===== config.mk =====
export PLATFORM = sky130hd
export DESIGN_NAME = cpu_mc
export DESIGN_NICKNAME = d
export VERILOG_FILES = /design/src/rtl/cpu_mc_pkg.sv /design/src/rtl/cpu_mc_alu.sv /design/src/rtl/cpu_mc.sv
export SDC_FILE = /design/constraint.sdc
export NUM_CORES = 1
export LEC_CHECK = 0
export ABC_CLOCK_PERIOD_IN_PS = 12060
export CORE_MARGIN = 3
export CORE_UTILIZATION = 48
export DETAILED_ROUTE_END_ITERATION = 16
export MAX_ROUTING_LAYER = met4
export PLACE_DENSITY = 0.71
export SLEW_MARGIN = 20
export SYNTH_ARGS = -nofsm -noshare
export SYNTH_HDL_FRONTEND = slang
export SYNTH_HIERARCHICAL = 1
export SYNTH_SLANG_ARGS = --single-unit

===== constraint.sdc =====
create_clock -name clk -period 12.06 [get_ports clk]
set_clock_uncertainty 0.2 [all_clocks]
set_input_delay 1.206 -clock clk [delete_from_list [all_inputs] [get_ports clk]]
set_output_delay 1.206 -clock clk [all_outputs]
set_load 0.05 [all_outputs]

===== src/rtl/cpu_mc_pkg.sv =====
// Shared definitions for the multicycle Hack core: FSM states, C-instruction
// field positions and the jump-condition helper.
package cpu_mc_pkg;

    typedef enum logic [2:0] {
        FETCH,
        LOAD,
        EXEC,
        STORE,
        HALT
    } state_e;

    localparam int BIT_A   = 12;
    localparam int BIT_ZX  = 11;
    localparam int BIT_NX  = 10;
    localparam int BIT_ZY  = 9;
    localparam int BIT_NY  = 8;
    localparam int BIT_F   = 7;
    localparam int BIT_NO  = 6;
    localparam int BIT_DA  = 5;
    localparam int BIT_DD  = 4;
    localparam int BIT_DM  = 3;
    localparam int BIT_JLT = 2;
    localparam int BIT_JEQ = 1;
    localparam int BIT_JGT = 0;

    // jmp is {jlt, jeq, jgt} exactly as it sits in the instruction.
    function automatic logic jump_cond(input logic [2:0] jmp, input logic zr, input logic ng);
        return (jmp[2] & ng) | (jmp[1] & zr) | (jmp[0] & ~ng & ~zr);
    endfunction

endpackage


===== src/rtl/cpu_mc_alu.sv =====
// Combinational Hack ALU, parametrised in width, with zero/negative flags.
module hack_alu #(
    parameter int WIDTH = 16
) (
    input  logic [WIDTH-1:0] x_i,
    input  logic [WIDTH-1:0] y_i,
    input  logic             zx_i,
    input  logic             nx_i,
    input  logic             zy_i,
    input  logic             ny_i,
    input  logic             f_i,
    input  logic             no_i,
    output logic [WIDTH-1:0] out_o,
    output logic             zr_o,
    output logic             ng_o
);

    logic [WIDTH-1:0] xz, xn, yz, yn, fo;

    always_comb begin
        xz    = zx_i ? '0 : x_i;
        xn    = nx_i ? ~xz : xz;
        yz    = zy_i ? '0 : y_i;
        yn    = ny_i ? ~yz : yz;
        fo    = f_i ? (xn + yn) : (xn & yn);
        out_o = no_i ? ~fo : fo;
        zr_o  = (out_o == '0);
        ng_o  = out_o[WIDTH-1];
    end

endmodule


===== src/rtl/cpu_mc.sv =====
// Multicycle Hack CPU: FETCH/LOAD/EXEC/STORE/HALT over handshaked instruction
// and data ports, with a retired-instruction counter and self-loop halt.
module cpu_mc
    import cpu_mc_pkg::*;
#(
    parameter int WIDTH    = 16,
    parameter int PC_WIDTH = 15
) (
    input  logic                clk,
    input  logic                reset,
    output logic [PC_WIDTH-1:0] imem_addr,
    input  logic                imem_valid,
    input  logic [WIDTH-1:0]    instruction,
    output logic                dmem_req,
    output logic                dmem_we,
    output logic [WIDTH-1:0]    dmem_addr,
    output logic [WIDTH-1:0]    dmem_wdata,
    input  logic                dmem_ready,
    input  logic [WIDTH-1:0]    dmem_rdata,
    output logic [WIDTH-1:0]    instret,
    output logic                halted
);

    state_e              state_q, state_d;
    logic [PC_WIDTH-1:0] pc_q, pc_d;
    logic [WIDTH-1:0]    a_q, a_d;
    logic [WIDTH-1:0]    dreg_q, dreg_d;
    logic [WIDTH-1:0]    ir_q, ir_d;
    logic [WIDTH-1:0]    mdr_q, mdr_d;
    logic [WIDTH-1:0]    instret_q, instret_d;
    logic                req_q, req_d;
    logic                we_q, we_d;
    logic [WIDTH-1:0]    addr_q, addr_d;
    logic [WIDTH-1:0]    wdata_q, wdata_d;
    logic                halt_pend_q, halt_pend_d;

    logic                is_c;
    logic [WIDTH-1:0]    alu_out;
    logic                alu_zr, alu_ng;
    logic                take;
    logic                self_loop;
    logic [PC_WIDTH-1:0] pc_next;

    assign is_c = ir_q[WIDTH-1];

    hack_alu #(.WIDTH(WIDTH)) u_alu (
        .x_i   (dreg_q),
        .y_i   (ir_q[BIT_A] ? mdr_q : a_q),
        .zx_i  (ir_q[BIT_ZX]),
        .nx_i  (ir_q[BIT_NX]),
        .zy_i  (ir_q[BIT_ZY]),
        .ny_i  (ir_q[BIT_NY]),
        .f_i   (ir_q[BIT_F]),
        .no_i  (ir_q[BIT_NO]),
        .out_o (alu_out),
        .zr_o  (alu_zr),
        .ng_o  (alu_ng)
    );

    // A-instruction values land in the jump field, so jumps are gated by is_c.
    assign take      = is_c & jump_cond(ir_q[BIT_JLT:BIT_JGT], alu_zr, alu_ng);
    assign self_loop = take && (a_q[PC_WIDTH-1:0] == pc_q);
    assign pc_next   = take ? a_q[PC_WIDTH-1:0] : pc_q + 1'b1;

    always_comb begin
        state_d     = state_q;
        pc_d        = pc_q;
        a_d         = a_q;
        dreg_d      = dreg_q;
        ir_d        = ir_q;
        mdr_d       = mdr_q;
        instret_d   = instret_q;
        req_d       = req_q;
        we_d        = we_q;
        addr_d      = addr_q;
        wdata_d     = wdata_q;
        halt_pend_d = halt_pend_q;

        unique case (state_q)
            FETCH: begin
                if (imem_valid) begin
                    ir_d = instruction;
                    if (instruction[WIDTH-1] && instruction[BIT_A]) begin
                        state_d = LOAD;
                        req_d   = 1'b1;
                        we_d    = 1'b0;
                        addr_d  = a_q;
                    end else begin
                        state_d = EXEC;
                    end
                end
            end
            LOAD: begin
                if (dmem_ready) begin
                    mdr_d   = dmem_rdata;
                    req_d   = 1'b0;
                    state_d = EXEC;
                end
            end
            EXEC: begin
                pc_d = pc_next;
                if (!is_c) begin
                    a_d = {1'b0, ir_q[WIDTH-2:0]};
                end else begin
                    if (ir_q[BIT_DA]) a_d = alu_out;
                    if (ir_q[BIT_DD]) dreg_d = alu_out;
                end
                // Store address is the A value from before this instruction.
                if (is_c && ir_q[BIT_DM]) begin
                    req_d       = 1'b1;
                    we_d        = 1'b1;
                    addr_d      = a_q;
                    wdata_d     = alu_out;
                    halt_pend_d = self_loop;
                    state_d     = STORE;
                end else begin
                    instret_d = instret_q + 1'b1;
                    state_d   = self_loop ? HALT : FETCH;
                end
            end
            STORE: begin
                if (dmem_ready) begin
                    req_d     = 1'b0;
                    we_d      = 1'b0;
                    instret_d = instret_q + 1'b1;
                    state_d   = halt_pend_q ? HALT : FETCH;
                end
            end
            HALT: begin
                state_d = HALT;
            end
            default: begin
                state_d = FETCH;
            end
        endcase
    end

    always_ff @(posedge clk or posedge reset) begin
        if (reset) begin
            state_q     <= FETCH;
            pc_q        <= '0;
            a_q         <= '0;
            dreg_q      <= '0;
            ir_q        <= '0;
            mdr_q       <= '0;
            instret_q   <= '0;
            req_q       <= 1'b0;
            we_q        <= 1'b0;
            addr_q      <= '0;
            wdata_q     <= '0;
            halt_pend_q <= 1'b0;
        end else begin
            state_q     <= state_d;
            pc_q        <= pc_d;
            a_q         <= a_d;
            dreg_q      <= dreg_d;
            ir_q        <= ir_d;
            mdr_q       <= mdr_d;
            instret_q   <= instret_d;
            req_q       <= req_d;
            we_q        <= we_d;
            addr_q      <= addr_d;
            wdata_q     <= wdata_d;
            halt_pend_q <= halt_pend_d;
        end
    end

    assign imem_addr  = pc_q;
    assign dmem_req   = req_q;
    assign dmem_we    = we_q;
    assign dmem_addr  = addr_q;
    assign dmem_wdata = wdata_q;
    assign instret    = instret_q;
    assign halted     = (state_q == HALT);

endmodule


==> results of run 1 <==
==> registers in the layout, summed over array words and instances (netlist names) <==
register	count
dreg_q	16
dmem_addr	16
dmem_req	1
a_q	16
ir_q	16
dmem_we	1
halt_pend_q	1
dmem_wdata	16
state_q	3
imem_addr	15
instret	16
mdr_q	16
==> placed cells by master, fill, tap and decap left out, types with 3 or more instances in the layout <==
cell type	n
a21oi_1	36
nand4_1	14
mux2_2	76
o211ai_1	5
xnor2_1	61
o21ai_0	17
inv_1	14
dfrtp_1	133
mux2i_1	36
xor2_1	31
nor4_1	5
bufinv_16	3
nor3b_2	3
nand2_1	78
clkdlybuf4s50_1	101
o21bai_1	3
nand2b_1	35
nor3_1	4
clkinv_2	7
o31ai_1	3
nand3_1	20
nor2_1	35
or3_1	3
nor2b_1	4
and3_1	9
clkbuf_16	17
a31oi_1	6
buf_4	6
a2bb2oi_1	11
and4_1	5
ha_1	18
nor3_2	3
a21o_1	3
==> routing by layer <==
| layer | wire length (um) | vias to the layer above |
|---|---|---|
| met1 | 8990 | 2979 |
| met4 | 545 | 0 |
| met5 | 0 | - |
| met2 | 10200 | 171 |
| met3 | 776 | 47 |
| li1 | - | 2853 |
==> layout make-up <==
cell class                      count  area (um^2)  area share
Inverter                           15         58.8     0.00611
Multi-Input combinational cell    572         4330       0.450
Clock buffer                       17          425      0.0442
Clock inverter                     14          159      0.0165
Timing Repair Buffer              107         1060       0.110
Tap cell                          216          270      0.0281
Sequential cell                   133         3330       0.346
==> critical path: cells and delay by family (launching register included) <==
kind / cells / cell delay (ns)
and+or+nand+nor: 3 / 0.95
DFF: 1 / 0.78
adders and majority gates: 1 / 0.30
muxes: 3 / 0.85
AOI/OAI and AO/OA: 7 / 2.50
xor gates and xnor gates: 2 / 0.34
==> cell usage after synthesis (4+ instances only) <==
cell       instances
a21oi_1           36
a2bb2oi_1         11
a31oi_1            6
and3_1             9
and4_1             5
buf_2             19
clkbuf_1          17
dfrtp_1          133
ha_1              18
inv_1             15
mux2_2            76
mux2i_1           36
nand2_1           78
nand2b_1          35
nand3_1           20
nand4_1           14
nor2_1            35
nor2b_1            4
nor3_1             4
nor3_2             4
nor4_1             5
o211ai_1           5
o21ai_0           17
xnor2_1           61
xor2_1            31
==> final timing paths <==
check | end | slack, ns
worst min-delay path | instret[15] | 0.26
worst max register to register | imem_addr[12] | 5.98
worst max-delay path | imem_addr[12] | 5.98
worst min register to register | instret[15] | 0.26
max in group asynchronous | a_q[9] | 9.20
min in group asynchronous | dmem_wdata[11] | 1.12
==> stage by stage <==
stage	utilization	hold WS [ns]	instance area [um^2]	worst slack, ns
6_report	0.602	0.263	9630	5.98
5_1_grt	0.602	0.295	9630	5.72
4_1_cts	0.601	0.270	9620	5.72
3_5_place_dp	0.565	0.259	9040	5.75
3_3_place_gp	0.564	0.258	9030	5.96
2_1_floorplan	-	0.250	7900	6.73
==> cell families (layout without fill, tap and decap cells) <==
family | Yosys count | count (layout) | synth area share
and+or+nand+nor | 238 | 238 | 0.161
muxes | 115 | 115 | 0.159
AOI/OAI and AO/OA | 108 | 108 | 0.0933
adders and majority gates | 19 | 19 | 0.0310
DFF | 133 | 133 | 0.421
buffers and inverters | 58 | 153 | 0.0331
xor gates and xnor gates | 92 | 92 | 0.102
==> results.md, run 1 <==
* Status: finished, final reports clean
* Num CTS Buffers at 17
* Max-Cap Viols at 0
* Clk sinks at approximately 130
* Hold_sp: instret[15]
* Critical path type: reg -> reg
* Total Routed Length at between 20000 and 25000 um
* CTS Hold Bufs at 0
* Max-slew headroom at 0.328
* Die Y at ~130 um
* Synth-to-layout area growth at 21.9%
* Met1 Usage GRT at 0.297
* Clock root cell: clkbuf_16
* Crit Path Max Fanout at 26
* GPL Wtd Cong at 0.943
* Most area-hungry cell type in the Yosys netlist: dfrtp_1
* All-Layer GR Usage at 0.238
* FFs w/ async S/R, synth at 1.00
* Worst Max-Slew Pin Slew at 1.01 ns
* Vias per inst at around 5.6
* Number of global-route vias before repair at 6167
* RSZ-0062 raised after global routing: no
* Top cell by count, worst path: mux2i_1
* Post-CTS sizing at 0
* Final nets at about 900
* Die width at 134 um
* Nature of the critical path endpoint: flip-flop
* Worst-Skew Late Latency at 0.42 ns
* M3 GR Usage at 0.0439
* Register area share after synthesis at 0.421
* Port bufs at 101
* Number of enable flip-flop cells after synthesis at 0
* Number of synthesized register bits at 133
* Avg Cell Area, Syn at 10.4 um^2
* Clock tree from TritonCTS: done
* Syn nets at roughly 820
* Worst setup SP type: flip-flop
* Final Max Slew Viols at 0
* Synthesized cell area at just under 8000 um^2
* Crit path arrival time at 6.17 ns
* DP HPWL at between 10000 and 15000 um
* Worst Path Required at ~12 ns
* Top cells by area, synth: dfrtp_1, mux2_2, xnor2_1
* Htree depth at 4
* Fmax at between 150 and 200 MHz
* YS warnings at 6
* Final setup viols at 0
* Worst hold path depth at 1
* Share of layout cells above drive strength 1 at 0.156
* Largest net degree at the start of global routing at 73
* Setup tns final at 0 ns
* Worst-path clk slew at around 0.060 ns
* Synth Instances at 763
* Ports at around 100
* Synth Flop Type: dfrtp_1
* Wire length per cell at ~19 um
* Clock buffer depth at 2
* Hold Vio Cnt, Final at 0
* Library cells used by synthesis at 71
* Initial DRC Count at 419
* TritonRoute pass-1 iters at 7
* Antenna diode count at 0
* Initial antenna violation count at 0
* Final min period at approximately 6.1 ns
* Residual DRC count at 0
* CP Cell Sequence: mux2_2, nand2b_1, xnor2_1, ha_1, a211oi_1, o21bai_2, a311oi_1, o21bai_1, xor2_1, mux2i_1, or4b_2, a2111oi_2, nor3b_1, o21ai_4, mux2i_1, a2bb2oi_1
* Std cell rows at 46
* Dpl cells at 1043
* GR Util met2 at 0.387
* GRT Residual Overflow at 0
* Worst r2r src: ir_q[12]
* Final Non-Filler Cells at 1074
* Setup bufs post-CTS at 0
* Detail Route Antenna Nets at 0
* Slowest cell on the critical path: dfrtp_1
* Crit-path max cell delay at a little under 0.8 ns
* Critical path origin: ir_q[12]
* Die area at approximately 18000 um^2
* First-pass GRT wire length at between 30000 and 40000 um
* Via total after detailed routing at about 6000
* Busiest metal layer after global routing: met2
* Initial core utilization at 0.494
* R2R depth at 16
* Top cell type's share of synthesized area at 0.421
* Tcrit/Tclk final at 0.504
* Total core area at between 15000 and 20000 um^2
* Fillers at 1375
* Hold Path Class: reg -> reg
Power of run 1 is not shown: default switching activity piles up to over one toggle a cycle in this logic, so the estimate is an artifact.
==> run 2, diff against run 1 <==
--- a/config.mk
+++ b/config.mk
@@ -5,7 +5,7 @@
 export SDC_FILE = /design/constraint.sdc
 export NUM_CORES = 1
 export LEC_CHECK = 0
-export ABC_CLOCK_PERIOD_IN_PS = 12060
+export ABC_CLOCK_PERIOD_IN_PS = 5700
 export CORE_MARGIN = 3
 export CORE_UTILIZATION = 48
 export DETAILED_ROUTE_END_ITERATION = 16
==> constraint.sdc (replaced) <==
create_clock -name clk -period 5.7 [get_ports clk]
set_clock_uncertainty 0.2 [all_clocks]
set_input_delay 0.57 -clock clk [delete_from_list [all_inputs] [get_ports clk]]
set_output_delay 0.57 -clock clk [all_outputs]
set_load 0.05 [all_outputs]
==> run 2 against run 1 <==
  * Sequential cell count stayed put
  * Wire length is 1.1% higher
  * Via count is 0.74% higher
  * Cell count is 0.84% higher
  * Register-to-register slack worse by 5.7 ns
  * Sequential share of layout area is 0.45 points lower
  * Core utilization is 0.80 points higher
  * Largest cell class unchanged
  * Highest routed layer unchanged
==> results.md, run 2 (same netlist as run 1, synthesis figures left out) <==
* Share of layout cells above drive strength 1 at 0.165 (+0.00876)
* Worst r2r src: ir_q[12]
* Port bufs at 101 (unchanged)
* TritonRoute pass-1 iters at 8 (+1)
* Die area at 18000 um^2 (unchanged)
* Initial core utilization at 0.494 (unchanged)
* Setup tns final at 0 ns (unchanged)
* Max-slew headroom at 0.259 (-0.0681)
* Worst-Skew Late Latency at 0.42 ns (about the same)
* Clock tree from TritonCTS: done
* Crit path arrival time at 5.57 ns (-0.60 ns)
* Dpl cells at 1052 (+0.86%)
* Worst Path Required at 5.85 ns (-6.31 ns)
* GRT Residual Overflow at 0 (unchanged)
* Wire length per cell at 19.1 um (+0.24%)
* Tcrit/Tclk final at 0.951 (+0.447)
* Detail Route Antenna Nets at 0 (unchanged)
* Reg2Reg Setup Slack at 0.28 ns (-5.70 ns)
* Clock buffer depth at 2 (unchanged)
* Fillers at 1339 (-2.6%)
* Htree depth at 4 (unchanged)
* GPL Wtd Cong at 0.884 (-6.2%)
* All-Layer GR Usage at 0.243 (+0.00428)
* First-pass GRT wire length at 33100 um (+1.2%)
* Commonest non-fill, non-tap cell in the layout: dfrtp_1
* Final setup viols at 0 (unchanged)
* Std cell rows at 46 (unchanged)
* Initial antenna violation count at 0 (unchanged)
* Worst Max-Slew Pin Slew at 1.11 ns (+0.102 ns)
* Largest net degree at the start of global routing at 53 (-27%)
* Worst setup SP type: flip-flop
* Initial DRC Count at 378 (-9.8%)
* Total core area at 16000 um^2 (unchanged)
* Worst hold path depth at 1 (unchanged)
* RSZ-0062 raised after global routing: no
* Die width at 134 um (unchanged)
* RR Endpoint: imem_addr[14]
* Worst-path clk slew at 0.06 ns (about the same)
* Num CTS Buffers at 17 (unchanged)
* Final min period at 5.42 ns (-0.655 ns)
* Die Y at 134 um (unchanged)
* Synth-to-layout area growth at 23.5%
* Final nets at 910 (+1.0%)
* Ports at 102 (unchanged)
* Critical path type: reg -> reg
* Status: finished, final reports clean
* Crit Path Max Fanout at 7 (-73%)
* Hold_sp: instret[15]
* Total Routed Length at 20700 um (+1.1%)
* Final Max Slew Viols at 0 (unchanged)
* Antenna diode count at 0 (unchanged)
* Max-Cap Viols at 0 (unchanged)
* Via total after detailed routing at 6095 (+0.74%)
* Hold Path Class: reg -> reg
* Vias per inst at 5.63 (about the same)
* Residual DRC count at 0 (unchanged)
* R2R depth at 17 (+1)
* Hold EP: instret[15]
* Nature of the critical path endpoint: flip-flop
* Clk sinks at 133 (unchanged)
* Most frequent cells in the layout: dfrtp_1, clkdlybuf4s50_1, nand2_1
* Number of global-route vias before repair at 6108 (-0.96%)
* Clock root cell: clkbuf_16
* Hold Vio Cnt, Final at 0 (unchanged)
* Fmax at 184 MHz (+12%)
* DP HPWL at 15000 um (+1.3%)
* Final Non-Filler Cells at 1083 (+0.84%)
[run 2: cell types whose count changed in the layout (fill, tap and decap cells not counted), sizes merged]
cell and change:
clkinvlp -1, clkinv -3, clkbuf +1, bufinv +1, inv +2, buf +9
[run 2: how the worst max path moves through the flow]
| stage | from | cells past startpoint | slack [ns] | to |
|---|---|---|---|---|
| detailed placement | ir_q[12] | 17 | 0.33 | imem_addr[14] |
| floorplan | ir_q[10] | 17 | 0.37 | imem_addr[14] |
| CTS | ir_q[12] | 17 | 0.29 | imem_addr[14] |
| global placement | ir_q[12] | 17 | 0.31 | imem_addr[14] |
| finish | ir_q[12] | 17 | 0.28 | imem_addr[14] |
| global route | ir_q[12] | 17 | 0.03 | halt_pend_q |
[run 2: what timing repair did]
action                                  4_1_cts  5_1_grt
gates resized for setup                       0        2
setup buffers                                 0        0
endpoints found under the setup margin        0        8
hold buffers                                  0        0
[run 2: per-layer routing]
metal  track usage  part of all wire
met4        0.0814             0.022
met3        0.0435             0.043
met1         0.311              0.44
met2         0.391              0.50
met5             -                 0
[run 2: final cells by class]
cell class,instances,area [um^2],area share
clock inverter,13,198,0.0203
timing repair buffer,116,1140,0.116
sequential,133,3330,0.341
multi-input combinational,572,4340,0.444
clock buffer,18,429,0.0440
tap,216,270,0.0277
inverter,15,58.8,0.00603
[run 2: metrics by stage]
stage	instance area [um^2]	util	worst slack, ns	hold WS (ns)
final	9760	0.610	0.280	0.264
after global routing	9760	0.610	0.0294	0.298
after CTS	9740	0.609	0.287	0.270
after detailed placement	9110	0.569	0.329	0.260
after global placement	9110	0.569	0.311	0.257
after floorplan	7900	-	0.367	0.250
[run 2: critical path, stage by stage (launching register included)]
cell	delay [ns]
dfrtp_1	0.47
mux2_2	0.37
nand2b_1	0.11
xnor2_1	0.09
ha_1	0.24
fa_1	0.44
a21o_1	0.21
a221oi_2	0.33
o21ai_1	0.15
a31oi_1	0.22
xnor2_1	0.14
mux2i_1	0.14
or4b_2	0.77
a2111oi_4	0.42
nor3b_1	0.14
o21a_1	0.31
or4_1	0.50
nand3_1	0.09
Power of run 2 is left out for the same reason.
